===== config.mk =====
export PLATFORM = sky130hd
export DESIGN_NAME = regfile_dump_reader_flat
export DESIGN_NICKNAME = d
export VERILOG_FILES = /design/src/rtl/regfile_dump_reader_if.sv /design/src/rtl/regfile_dump_reader.sv /design/src/flat_wrapper.sv
export SDC_FILE = /design/constraint.sdc
export NUM_CORES = 1
export LEC_CHECK = 0
export BUFFER_PORTS_ARGS = -buffer_cell sky130_fd_sc_hd__buf_2
export CAP_MARGIN = 0
export CORE_MARGIN = 5
export CORE_UTILIZATION = 45
export DETAILED_ROUTE_END_ITERATION = 7
export PLACE_DENSITY = 0.85
export SLEW_MARGIN = 25
export SYNTH_ARGS = -nofsm -noshare
export SYNTH_HDL_FRONTEND = slang
export SYNTH_SLANG_ARGS = --single-unit

===== constraint.sdc =====
create_clock -name clk -period 2.35 [get_ports clk]
set_clock_uncertainty 0.1 [all_clocks]
set_input_delay 0.235 -clock clk [delete_from_list [all_inputs] [get_ports clk]]
set_output_delay 0.235 -clock clk [all_outputs]
set_load 0.05 [all_outputs]

===== src/rtl/regfile_dump_reader_if.sv =====
// Signal bundle between the register-file dump reader and its parent: control,
// file read port and the {index, value} output stream.
interface regfile_dump_reader_if #(
    parameter int IDX_W = 5,
    parameter int XLEN  = 64
) ();
    logic             start;
    logic [IDX_W-1:0] first_idx;
    logic [IDX_W-1:0] last_idx;
    logic             busy;
    logic             done;
    logic             rf_rd_req;
    logic [IDX_W-1:0] rf_rd_addr;
    logic [XLEN-1:0]  rf_rd_data;
    logic             dump_valid;
    logic             dump_ready;
    logic [IDX_W-1:0] dump_idx;
    logic [XLEN-1:0]  dump_data;

    modport master (
        input  start, first_idx, last_idx, rf_rd_data, dump_ready,
        output busy, done, rf_rd_req, rf_rd_addr, dump_valid, dump_idx, dump_data
    );

    modport slave (
        output start, first_idx, last_idx, rf_rd_data, dump_ready,
        input  busy, done, rf_rd_req, rf_rd_addr, dump_valid, dump_idx, dump_data
    );
endinterface


===== src/rtl/regfile_dump_reader.sv =====
// Walks register indices first_idx..last_idx (wrapping at NUM_REGS-1), reads each one
// through the file read port and streams {index, value} beats, then pulses done.
module regfile_dump_reader #(
    parameter int NUM_REGS = 32,
    parameter int IDX_W    = 5,
    parameter int XLEN     = 64
) (
    input  logic                  clk,
    input  logic                  rst,
    regfile_dump_reader_if.master bus,
    output logic [1:0]            dbg_state
);
    typedef enum logic [1:0] {
        ST_IDLE = 2'd0,
        ST_READ = 2'd1,
        ST_SEND = 2'd2,
        ST_DONE = 2'd3
    } state_t;

    localparam logic [IDX_W-1:0] LAST_REG = IDX_W'(NUM_REGS - 1);

    state_t           state, state_next;
    logic [IDX_W-1:0] cur, last;
    logic [IDX_W-1:0] cur_inc;
    logic             dump_valid_q;
    logic [IDX_W-1:0] dump_idx_q;
    logic [XLEN-1:0]  dump_data_q;
    logic             beat_fire;

    // Output stream: a beat transfers on a posedge where dump_valid && dump_ready;
    // once valid is raised, idx/data hold steady and valid stays high until that transfer.
    assign beat_fire = dump_valid_q && bus.dump_ready;
    assign cur_inc   = (cur == LAST_REG) ? '0 : cur + 1'b1;

    always_ff @(posedge clk) begin
        if (rst) state <= ST_IDLE;
        else     state <= state_next;
    end

    always_comb begin
        state_next = state;
        case (state)
            ST_IDLE: if (bus.start) state_next = ST_READ;
            ST_READ: state_next = ST_SEND;
            ST_SEND: if (beat_fire) state_next = (cur == last) ? ST_DONE : ST_READ;
            ST_DONE: state_next = ST_IDLE;
            default: state_next = ST_IDLE;
        endcase
    end

    always_ff @(posedge clk) begin
        if (rst) begin
            cur          <= '0;
            last         <= '0;
            dump_valid_q <= 1'b0;
            dump_idx_q   <= '0;
            dump_data_q  <= '0;
        end else begin
            case (state)
                ST_IDLE: begin
                    if (bus.start) begin
                        cur  <= bus.first_idx;
                        last <= bus.last_idx;
                    end
                end
                ST_READ: begin
                    // x0 is hardwired zero regardless of what the read port returns
                    dump_data_q  <= (cur == '0) ? '0 : bus.rf_rd_data;
                    dump_idx_q   <= cur;
                    dump_valid_q <= 1'b1;
                end
                ST_SEND: begin
                    if (beat_fire) begin
                        dump_valid_q <= 1'b0;
                        if (cur != last) cur <= cur_inc;
                    end
                end
                default: ;
            endcase
        end
    end

    assign bus.busy       = (state != ST_IDLE);
    assign bus.done       = (state == ST_DONE);
    assign bus.rf_rd_req  = (state == ST_READ);
    assign bus.rf_rd_addr = (state == ST_READ) ? cur : '0;
    assign bus.dump_valid = dump_valid_q;
    assign bus.dump_idx   = dump_idx_q;
    assign bus.dump_data  = dump_data_q;
    assign dbg_state      = state;
endmodule


===== src/flat_wrapper.sv =====
// flat-port wrapper written by rule: the top's interface ports become plain ports
module regfile_dump_reader_flat 
#(
    parameter int NUM_REGS = 32,
    parameter int IDX_W    = 5,
    parameter int XLEN     = 64
)
  (clk, rst, dbg_state, bus_start, bus_first_idx, bus_last_idx, bus_rf_rd_data, bus_dump_ready, bus_busy, bus_done, bus_rf_rd_req, bus_rf_rd_addr, bus_dump_valid, bus_dump_idx, bus_dump_data);
  regfile_dump_reader_if #(.IDX_W(IDX_W), .XLEN(XLEN)) bus_i ();
  input  logic clk;
  input  logic rst;
  output logic [1:0] dbg_state;
  input wire logic [$bits(bus_i.start)-1:0] bus_start;
  input wire logic [$bits(bus_i.first_idx)-1:0] bus_first_idx;
  input wire logic [$bits(bus_i.last_idx)-1:0] bus_last_idx;
  input wire logic [$bits(bus_i.rf_rd_data)-1:0] bus_rf_rd_data;
  input wire logic [$bits(bus_i.dump_ready)-1:0] bus_dump_ready;
  output wire logic [$bits(bus_i.busy)-1:0] bus_busy;
  output wire logic [$bits(bus_i.done)-1:0] bus_done;
  output wire logic [$bits(bus_i.rf_rd_req)-1:0] bus_rf_rd_req;
  output wire logic [$bits(bus_i.rf_rd_addr)-1:0] bus_rf_rd_addr;
  output wire logic [$bits(bus_i.dump_valid)-1:0] bus_dump_valid;
  output wire logic [$bits(bus_i.dump_idx)-1:0] bus_dump_idx;
  output wire logic [$bits(bus_i.dump_data)-1:0] bus_dump_data;
  assign bus_i.start = bus_start;
  assign bus_i.first_idx = bus_first_idx;
  assign bus_i.last_idx = bus_last_idx;
  assign bus_i.rf_rd_data = bus_rf_rd_data;
  assign bus_i.dump_ready = bus_dump_ready;
  assign bus_busy = bus_i.busy;
  assign bus_done = bus_i.done;
  assign bus_rf_rd_req = bus_i.rf_rd_req;
  assign bus_rf_rd_addr = bus_i.rf_rd_addr;
  assign bus_dump_valid = bus_i.dump_valid;
  assign bus_dump_idx = bus_i.dump_idx;
  assign bus_dump_data = bus_i.dump_data;
  regfile_dump_reader #(.NUM_REGS(NUM_REGS), .IDX_W(IDX_W), .XLEN(XLEN)) u_core (.clk(clk), .rst(rst), .bus(bus_i), .dbg_state(dbg_state));
endmodule

==> out/summary.md, run 1 <==
The tools report the number of hold violations in the final report as 0. The most common cell after layout, fill and taps aside is buf_2. Detailed placement finished with a half-perimeter wire length of 5918 um. The number of placed cells counting well taps came out at 545.

TritonCTS built the clock tree. No sink is reached through more buffers than the 2 on the longest clock path. The run gives 0.4558 as the effective utilization at floorplan. The data arrival time of the critical path is 2.17 ns, and the number of vias per cell after detailed routing is 5.193.

The tools report the required time of the worst setup path as 2.53 ns. The worst setup path is captured at a register. After detailed routing, the number of remaining DRC violations is 0. Synthesis instantiated 33 different standard cells from the library. Number of sinks on the clock net: 82.

The number of enable-type register cells in the synthesized netlist is 0. The run gives 30 as the cell row count. The power per unit of standard cell area was 814.2 nW/um2.

Setup repair after global routing left no endpoint under its margin. The average instance in the mapped netlist occupies 9.313 um2. Detailed routing placed a total of 594 um of wire on met3.

The region available for standard cell placement spans 6681 um2. The routed design uses 3999 um of met2 wire. The number of global-route vias before repair is 2859. The proportion of netlist area held by the largest area contributor is 0.5390.

Summed over all instances, the cell type with the most area after synthesis is dfxtp_1. Post-synth net total: 408. Adding up every negative setup slack in the final design gives 0 ns. After detailed placement, the total cell area comes to 3865 um2. The worst-margin pin slew was 0.4180 ns; the number of violations reported at the end of detailed-routing iteration 0 was 157. Port buffering added 157 buffers.

The detailed router put a total of 3210 um of wire on met1. For the fraction of the yosys area taken by sequential cells, the log shows 0.5390. Final net count: 558.

The first global-routing pass estimated 12920 um of wire. Summed over all layers, the routed wires come to 8005 um. After detailed routing, no signal wire sits above met4. The number of placed I/O pins was 158; the floorplan die height was 92.27 um. The flow ran to the end, and the final reports show no timing, DRC or antenna violations. With fillers left out, the area of the finished cells amounts to 4081 um2.

The horizontal die dimension came out at 92.27 um. The worst-case IR drop observed on VDD is 0.0003725 V. The count of nets left with antenna violations once routing finished came out at 0. The number of antenna violations at the first check in global routing was 0; the total of warnings raised by yosys was 0. The number of cells on the worst hold path works out to 3. 0 antenna diodes ended up in the layout. Setup violations remaining at the end of the flow were counted as 0. The combined area of all synthesized cells is 3045 um2. The critical path is of the reg -> reg type.

In the final routed layout, each cell accounts on average for 14.29 um. Counting the fill cells in the layout gives 587. The total of flip-flops plus latches after synthesis was 82.

The final-report max-slew violation count came out at 0. In this run the clock root is driven by a clkbuf_8. From synthesis to final layout, the design area changed by 34.02%.

The path class of the lowest-slack min-delay path is in -> reg. At the end of routability-driven placement, the weighted congestion stood at 0.8456. The clock period could shrink to 1.981 ns.

Worst reg2reg path depth: 6. The worst setup path is launched from a register. Leaving out fill and tap cells, the most frequent cells in the layout are 157 x buf_2, 82 x dfxtp_1, 79 x nor2_1, 64 x a22oi_1, 16 x nand2_1. The ratio of cells with drive above 1 in the final layout is 0.3813, and the die footprint is 8513 um2. The core utilization of the finished layout was 0.6109; the total via count in the routed design was 2908. Relative slew slack: 0.7213. In this run the worst path has a maximum fanout of 6.

Buffers inserted during clock tree synthesis total 9. Summed over all cells, the static leakage comes to 2.035 nW. Once the clock tree was built, the resizer swapped 0 gates to a different size. Clock-pin slew was measured on the worst setup and hold paths at 0.08 ns. The most used flip-flop cell after synthesis is dfxtp_1. Overall global routing resource usage: 0.1852.

Counting every instance in the synthesized netlist gives 327. Ranked by total cell area, the synthesized netlist is headed by dfxtp_1 54%, a22oi_1 16%, nor2_1 9.7%. The H-tree was split into 3 levels.

For this run the aggregate overflow at the end of global routing stands at 0. For this run, the top clock speed supported by timing is 504.9 MHz. The async set-reset flop share out of synthesis is 0, and the share of the clock period used by the worst path is 0.8428. The max-capacitance violation count came out at 0. The first-pass iteration count of the detailed router is 4, and the clock latency on the worst-skew pair is 0.34 ns. Overall power consumption after layout is estimated at 3.323 mW. The logs give 44 for the pin count of the biggest net entering global routing and 560 for the count of non-filler cells in the finished layout.
[power breakdown]
group	internal [mW]	total, mW	switching [mW]
logic	0.219	0.715	0.496
registers	1.47	1.53	0.0616
clock network	0.615	1.08	0.461
total	2.31	3.32	1.02
[layer usage]
layer / GRT usage / vias up
met5: 0 / -
met4: 0.08663 / 0
met3: 0.05250 / 19
met2: 0.3108 / 108
met1: 0.2177 / 1357
li1: - / 1424
[critical path, stage by stage, from the launching register on]
cell and delay (ns):
dfxtp_1 0.38, ha_1 0.25, and3_1 0.19, ha_1 0.21, or4_1 0.50, a31oi_1 0.16, mux2_1 0.15
[area by class of cell]
cell class | count | area (um2) | area share
clock buffer | 11 | 141.4 | 0.03464
clock inverter | 3 | 65.06 | 0.01594
inverter | 9 | 33.78 | 0.008277
multi-input combinational | 211 | 1259 | 0.3084
sequential | 82 | 1642 | 0.4022
tap | 80 | 100.1 | 0.02452
timing repair buffer | 164 | 840.8 | 0.2060
[stage by stage]
stage / worst slack [ns] / hold slack [ns]
after floorplan: 0.09795 / 0.2326
after global routing: 0.2862 / 0.02445
final: 0.3694 / 0.02858
after detailed placement: 0.3925 / 0.3467
after global placement: 0.4435 / 0.3379
after CTS: 0.3777 / 0.01590
[timing repair]
action                                  CTS  global route
endpoints found under the hold margin     1             0
buffers inserted                          0             0
hold buffers                              1             0
endpoints found under the setup margin    0             0
[cells in the mapped netlist, types with 2 or more instances]
| master | instances |
|---|---|
| nand3_1 | 2 |
| nand2b_1 | 3 |
| nand2_1 | 16 |
| nor2_1 | 79 |
| dfxtp_1 | 82 |
| clkbuf_1 | 13 |
| xor2_1 | 5 |
| mux2_1 | 5 |
| inv_1 | 8 |
| a21oi_1 | 9 |
| nor2b_1 | 4 |
| buf_2 | 10 |
| ha_1 | 3 |
| mux2i_1 | 6 |
| a22oi_1 | 64 |
[registers in the layout, summed over array words and instances, names as in the netlist]
signal	cells
u_core.bus.dump_idx	5
u_core.bus.dump_data	64
u_core.cur	5
u_core.dbg_state	2
u_core.last	5
u_core.bus.dump_valid	1
[logic make-up (layout without fill, tap and decap cells)]
group | after synthesis | in the layout | share of synthesized area
compound gates | 78 | 78 | 0.1853
xor+xnor | 6 | 6 | 0.01726
fa+ha+maj | 3 | 3 | 0.01233
buf+inv | 34 | 187 | 0.04848
flops | 82 | 82 | 0.5390
mux | 11 | 11 | 0.03821
simple gates | 113 | 113 | 0.1594
[path summary, 6_finish.rpt]
check	slack, ns	start	end
setup / recovery	0.37	u_core.cur[0]	u_core.cur[3]
hold / removal	0.03	bus_rf_rd_data[9]	u_core.bus.dump_data[9]
setup reg to reg	0.37	u_core.cur[0]	u_core.cur[3]
hold reg to reg	0.35	u_core.bus.dump_idx[3]	u_core.bus.dump_idx[3]
No activity file was read; power rests on OpenSTA's default activity.
==> run 2, diff against run 1 <==
Settings changed: CORE_UTILIZATION 45 to 40, PLACE_DENSITY 0.85 to 0.8.
Clock period 2.35 ns to 1.7 ns, I/O delays scaled along.
==> run 2 against run 1 <==
  * The flow now finishes with violations (setup timing)
  * Clock-buffer cell count is 2 lower
  * Highest routed layer unchanged
  * Largest cell class unchanged
  * Maximum frequency increased by 14%
  * Clock power grew 34%
  * Non-clock buffer count is 75 higher
  * Via count increased by 12%
==> out/summary.md, run 2 (synthesis gave the netlist of run 1 again) <==
The pin count of the biggest net entering global routing is 41 (-6.8%). The worst path buffer plus inverter count is 0 (unchanged), and the detailed-routed wire length on met2 is 4989 um (+25%). The final net count was 633 (+13%); the leakage power figure was 2.367 nW (+16%). The max-capacitance violation count is 0 (unchanged), and the time the worst path needs with I/O delays and setup is 1.743 ns (-0.2372 ns). The relative area change from synthesis to final layout came out at 62.04%. The delay of the slowest cell on the worst path was 0.39 ns (-0.11 ns). The share of the clock period used by the worst path was 1.026 (+0.1827); the weighted congestion reported at the end of routability-driven placement was 0.8415 (-0.48%).

The number of global-route vias before repair was 3300 (+15%). The maximum root-to-sink buffer count is 2 (unchanged), and the biggest fanout along the worst timing path is 3 (-3). The endpoint kind of the worst setup timing path is a register. The total via count in the routed design is 3250 (+12%), and the core utilization of the finished layout is 0.6732 (+0.06229).

The area of the core region was 7331 um2 (+9.7%); the flip-flop count of the largest register, all copies and words added was 64 (unchanged). The tools report the met3 layer wire length in the routed design as 642 um (+8.1%). The sequential cell area was 1650 um2 (+0.53%).

The number of violations reported at the end of detailed-routing iteration 0 was 134 (-15%); the number of hold violations in the final report was 0 (unchanged). Wire length on met1: 3645 um (+14%). The critical setup path kind is reg -> reg. The tools report the remaining antenna violation count after routing as 0 (unchanged). The number of cells on the worst hold path was 3 (unchanged); the per-cell routed wire length was 14.45 um (+1.1%). The number of vias per cell after detailed routing was 4.947 (-4.7%). Leaving out fill and tap cells, the most frequent cell in the layout is buf_2.

Setup repair after global routing could not meet its margin everywhere. For the number of sinks on the clock net, the log shows 82 (unchanged). The data arrival time of the critical path came out at 1.93 ns (-0.24 ns). The worst-margin pin slew came out at 0.4071 ns (-0.01090 ns). STA classifies the critical path startpoint as a register. The overall global routing resource usage is 0.1953 (+0.01019).

The root cell of the clock tree is clkbuf_8. The path class of the lowest-slack min-delay path is in -> reg. The logs give 0.0007393 V (+98%) for the maximum vdd ir drop and 158 (unchanged) for the number of placed I/O pins. The cell row count is 31 (+3.3%). The cell with the largest stage delay on the worst path is or4_1. The upper clock frequency limit was 573.6 MHz (+14%). The horizontal die dimension was 97.26 um (+5.4%).

The number of antenna violations at the first check in global routing was 1 (+1). The reg-to-reg setup timing slack is -0.04 ns (-0.41 ns), and the total overflow reported by the global router is 0 (unchanged). The ratio of cells with drive above 1 in the final layout works out to 0.3662 (-0.01500).

Sum of routed wire length over all layers: 9494 um (+19%). Traced cell by cell, the critical path runs through ha_4 -> and3_4 -> ha_4 -> or4_1 -> a31oi_1 -> mux2_4. The number of buffer cells added on primary ports is 157 (unchanged). The overall power consumption was 4.755 mW (+43%); the smallest setup slack after layout was -0.04341 ns (-0.4128 ns). The final reports fail on setup timing. Post-CTS clock slew at the launch and capture registers of the worst setup and hold paths: 0.09 ns (about the same). The worst hold path terminates at u_core.bus.dump_data[26]. The effective utilization at floorplan was 0.4154 (-0.04038). The highest metal layer carrying signal wires in the routed design is met4. The run gives 3 (unchanged) as the maximum level of the CTS H-tree. In this run the most critical hold path is launched from bus_rf_rd_data[26]. The multi-input combinational cell area was 1311 um2 (+4.2%). The run gives 1.89 ns (-0.64 ns) as the required time of the worst setup path.

The floorplan die height was 97.26 um (+5.4%). The tools report the die footprint as 9459 um2 (+11%). In this run the critical register-to-register path is captured at u_core.cur[3]. Number of remaining DRC errors: 0 (unchanged). Kind of cell with the highest combined delay on the critical path: simple AND/OR/NAND/NOR gates.

Cell repeated most along the worst path: ha_4. The clock latency on the worst-skew pair was 0.34 ns (about the same). Startpoint of the most critical register-to-register path: u_core.cur[0].

The tools report the post-place setup slack as 0.002701 ns (-0.3898 ns). Power per unit of standard cell area: 963.5 nW/um2 (+18%). The flow ran to the end, but the final reports show violations.

The first-pass iteration count of the detailed router is 4 (unchanged). The final-report max-slew violation count was 0 (unchanged). The logs give 560 (-4.6%) for the number of filler instances in the final layout and 0.7286 (+0.007266) for the relative slew slack. Number of buffers created by CTS: 9 (unchanged).

The post-detailed-placement half-perimeter wirelength came out at 6150 um (+3.9%). TritonCTS built the clock tree. The run gives 15350 um (+19%) as the wire length of the first global-routing pass.

Worst reg2reg path depth: 6 (unchanged). The run gives 2 (+2) as the count of final setup violators. The library cells used most frequently in the layout, excluding fill and tap cells, are 152 x buf_2, 79 x nor2_1, 77 x dfxtp_1, 69 x dlygate4sd3_1, 63 x a22oi_1.
## run 2: cell count changes in the layout (fill, tap and decap cells not counted), sizes merged
cell         previous run  this run
dlygate4sd3             1        69
buf                   163       170
inv                     8        12
clkbuf                 11         9
bufinv                  2         1
clkinvlp                0         1
diode                   0         1
## run 2: worst max-delay path by stage
stage | from | endpoint | depth (start not counted)
after floorplan | u_core.cur[0] | u_core.cur[3] | 6
after global placement | u_core.cur[0] | u_core.cur[3] | 6
after detailed placement | u_core.cur[1] | u_core.cur[3] | 6
after CTS | u_core.cur[0] | u_core.cur[3] | 6
after global routing | u_core.cur[0] | u_core.cur[3] | 6
final | u_core.cur[0] | u_core.cur[3] | 6
## run 2: where the power goes
group / total [mW] / switching (mW) / internal (mW) / leakage (nW)
sequential: 2.12 / 0.0882 / 2.04 / 0.668
clock: 1.45 / 0.751 / 0.703 / 0.103
combinational: 1.18 / 0.729 / 0.447 / 1.60
total: 4.75 / 1.57 / 3.19 / 2.37
## run 2: area by class of cell
type | instances | share of cell area
Clock inverter | 7 | 0.01648
Tap cell | 99 | 0.02510
Sequential cell | 82 | 0.3344
Clock buffer | 9 | 0.02510
Inverter | 9 | 0.007860
Timing Repair Buffer | 239 | 0.3248
Antenna cell | 1 | 0.0005071
Multi-Input combinational cell | 211 | 0.2657
## run 2: timing repair
action / 4_1_cts / 5_1_grt
setup buffers: 0 / 1
endpoints found under the hold margin: 69 / 0
endpoints found under the setup margin: 6 / 68
resized for setup: 6 / 4
hold buffers: 69 / 0
pin swaps: 0 / 2
## run 2: worst min-delay path: stages
cell and delay [ns]:
buf_2 0.08, a22oi_1 0.06, nor2_1 0.11
## run 2: routing by layer
| layer | vias up | global-route usage |
|---|---|---|
| met1 | 1507 | 0.2074 |
| li1 | 1587 | - |
| met5 | - | 0 |
| met2 | 137 | 0.3567 |
| met4 | 0 | 0.08626 |
| met3 | 19 | 0.05671 |
## run 2: through the flow
stage          hold WS [ns]  setup TNS, ns  cell area [um2]  std cells
2_1_floorplan        0.1585              0             3089        327
3_3_place_gp         0.2782              0             3990        570
3_5_place_dp         0.2876              0             3990        570
4_1_cts            0.007448       -0.03238             4903        655
5_1_grt             0.01830        -0.4336             4935        657
6_report            0.01722       -0.05050             4935        657
==> run 3, diff against run 2 <==
Settings changed: PLACE_DENSITY 0.8 to not set, PLACE_DENSITY_LB_ADDON set to 0.05.
==> run 3 against run 2 <==
  * The run still ends with setup timing left
  * Global-route usage up 0.54 points
  * Critical path type unchanged
  * Worst hold slack better by 0.059 ns
  * Highest routed layer unchanged
  * Maximum frequency increased by 1.9%
  * Wire length fell by 2.0%
  * Clock power about the same
  * Sequential share of layout area fell by 0.19 points
  * Clock-buffer cell count rose by 2
  * Critical path depth unchanged
  * Sequential power about the same
  * First-iteration DRC count down 16%
  * Combinational power barely moved
  * Utilization grew 0.38 points
==> out/summary.md, run 3 (synthesis gave the netlist of run 1 again) <==
The final-report max-slew violation count was 0 (unchanged). The tools report the leakage power figure as 2.379 nW (+0.50%). Root cell of the clock tree: clkbuf_8. The top cell types in the final layout, fill and taps aside, are 152 x buf_2, 79 x nor2_1, 77 x dfxtp_1, 70 x dlygate4sd3_1, 64 x a22oi_1. The logs give 3280 (-0.61%) for the number of global-route vias before repair and 584.3 MHz (+1.9%) for the upper clock frequency limit. The floorplan die height is 97.26 um (unchanged).

Setup repair after global routing could not meet its margin everywhere. The tools report the maximum root-to-sink buffer count as 2 (unchanged). The checks that failed: setup timing.

The flow ran to the end, but the final reports show violations. TritonCTS built the clock tree. The power share of the combinational group was 0.249 (+0.002); the worst reg2reg path depth was 6 (unchanged). The clock share of power is 0.305 (about the same). The number of filler instances in the final layout was 651 (+16%).

The met3 layer wire length in the routed design came out at 729 um (+14%). The tools report the max-capacitance violation count as 0 (unchanged). The worst hold path terminates at u_core.cur[2]. The endpoint identified for the worst register-to-register timing path is u_core.cur[3]. The proportion of total power due to net switching is 0.3216 (-0.008366), and the number of antenna violations at the first check in global routing is 0 (-1). For the total overflow reported by the global router, the log shows 0 (unchanged). The logs give 4734 um (-5.1%) for the detailed-routed wire length on met2 and 1.90 ns (about the same) for the required time of the worst setup path. The post-CTS clock slew at the launch and capture registers of the worst setup and hold paths is 0.08 ns (about the same). The post-place setup slack is -0.007711 ns (-0.01041 ns). The wire length on met1 is 3714 um (+1.9%). In this run the most critical hold path is launched from bus_first_idx[2]. The overall global routing resource usage is 0.2007 (+0.005353), and the total via count in the routed design is 3185 (-2.0%). The clock latency on the worst-skew pair was 0.34 ns (about the same). The number of diodes added for antenna fixing is 0 (-1), and the cell row count is 31 (unchanged).

The biggest fanout along the worst timing path was 4 (+1). The horizontal die dimension works out to 97.26 um (unchanged). The tools report the smallest setup slack after layout as -0.01152 ns (+0.03189 ns). The core utilization of the finished layout is 0.6769 (+0.003755), and the pin count of the biggest net entering global routing is 48 (+17%). The number of cells on the worst hold path was 4 (+1). The number of buffers created by CTS was 9 (unchanged); the summed negative setup slack over all endpoints was -0.01152 ns (+0.03898 ns). The tools report the sum of routed wire length over all layers as 9301 um (-2.0%). The reg-to-reg setup timing slack came out at -0.01 ns (+0.03 ns). The library cell used most frequently in the layout, excluding fill and tap cells, is buf_2. Flip-flop count of the largest register, all copies and words added: 64 (unchanged). The cell internal power dissipation came out at 3.220 mW (+1.1%).

The tools report the endpoint kind of the worst setup timing path as a register. The logs give 7331 um2 (unchanged) for the area of the core region and 1.526 mW (-2.7%) for the net switching power of the design. The sequential power share came out at 0.446 (about the same). The run gives 1 (-1) as the count of final setup violators. The number of placed cells counting well taps came out at 573 (+0.53%).

The ratio of cells with drive above 1 in the final layout was 0.3648 (-0.001479). The final net count came out at 638 (+0.79%). The critical setup path kind is reg -> reg. The tools report the startpoint of the most critical register-to-register path as u_core.cur[1]. The number of sinks on the clock net was 82 (unchanged); the number of violations reported at the end of detailed-routing iteration 0 was 113 (-16%).

The min-delay analysis places its worst path in the category in -> reg. The remaining antenna violation count after routing was 0 (unchanged); the number of placed I/O pins was 158 (unchanged). The run gives 0 (unchanged) as the number of remaining DRC errors. The tools report the count of non-filler cells in the finished layout as 661 (+0.61%). The worst-margin pin slew is 0.4752 ns (+0.06814 ns).

The post-detailed-placement half-perimeter wirelength is 6064 um (-1.4%), and the power per unit of standard cell area is 956.4 nW/um2 (-0.74%). The die footprint is 9459 um2 (unchanged), and the worst hold slack across all endpoints is 0.07637 ns (+0.05915 ns). The maximum vdd ir drop is 0.0005353 V (-28%), and the share of the clock period used by the worst path is 1.007 (-0.01876). The tools report the maximum level of the CTS H-tree as 3 (unchanged). The tools report the first-pass iteration count of the detailed router as 5 (+1).

The weighted congestion reported at the end of routability-driven placement is 0.7267 (-14%), and the number of vias per cell after detailed routing is 4.818 (-2.6%). The time the worst path needs with I/O delays and setup is 1.712 ns (-0.03189 ns). The number of hold violations in the final report was 0 (unchanged). The wire length of the first global-routing pass is 15910 um (+3.6%). Highest layer used for signal routing: met4. Data arrival time of the critical path: 1.91 ns (-0.02 ns). The worst setup path is launched from a register. Relative to the synthesized area, the layout overhead comes to 62.94%. The per-cell routed wire length works out to 14.07 um (-2.6%).

The effective utilization at floorplan was 0.4154 (unchanged); the number of buffer cells added on primary ports was 157 (unchanged). The relative slew slack was 0.6832 (-0.04543).
-- run 3: critical path: stages, from the launching register on --
cell and delay, ns:
dfxtp_2 0.36, ha_4 0.16, and3_4 0.17, ha_4 0.15
or4_1 0.46, a31oi_1 0.13, mux2_1 0.13
-- run 3: final cells by class --
| type | count | area, um2 | share of cell area |
|---|---|---|---|
| timing repair buffer | 244 | 1652 | 0.3328 |
| sequential | 82 | 1650 | 0.3326 |
| multi-input combinational | 211 | 1294 | 0.2607 |
| clock buffer | 11 | 141.4 | 0.02849 |
| tap | 99 | 123.9 | 0.02496 |
| clock inverter | 5 | 62.56 | 0.01261 |
| inverter | 9 | 38.79 | 0.007816 |
-- run 3: stage by stage --
step	power (mW)	area, um2
2_1_floorplan	2.887	3089
3_3_place_gp	3.199	4025
3_5_place_dp	3.209	4025
4_1_cts	4.790	4947
5_1_grt	4.988	4962
6_report	4.746	4962
-- run 3: timing repair --
item,4_1_cts,5_1_grt
gates resized for setup,6,0
pin swaps,0,0
hold buffers,70,0
setup buffers,0,2
gates cloned,0,0
endpoints found under the hold margin,70,0
endpoints found under the setup margin,6,65
-- run 3: power groups by stage --
stage               clock, mW  combinational [mW]  sequential, mW
finish                   1.45                1.18            2.12
global route             1.58                1.28            2.14
CTS                      1.49                1.18            2.12
detailed placement          0                1.05            2.16
global placement            0                1.04            2.16
floorplan                   0               0.425            2.46
-- run 3: metal layers --
metal,global-route usage,up-vias
li1,-,1583
met1,0.2342,1479
met2,0.3461,113
met3,0.06102,10
met4,0.07455,0
met5,0,-
-- run 3: how the worst max path moves through the flow --
stage	startpoint	end	slack (ns)	depth (start not counted)
after floorplan	u_core.cur[0]	u_core.cur[3]	0.02	6
after global routing	u_core.cur[1]	u_core.cur[3]	-0.12	6
final	u_core.cur[1]	u_core.cur[3]	-0.01	6
after detailed placement	u_core.cur[1]	u_core.cur[3]	-0.008	6
after CTS	u_core.cur[1]	u_core.cur[3]	-0.02	6
after global placement	u_core.cur[0]	u_core.cur[3]	0.01	6
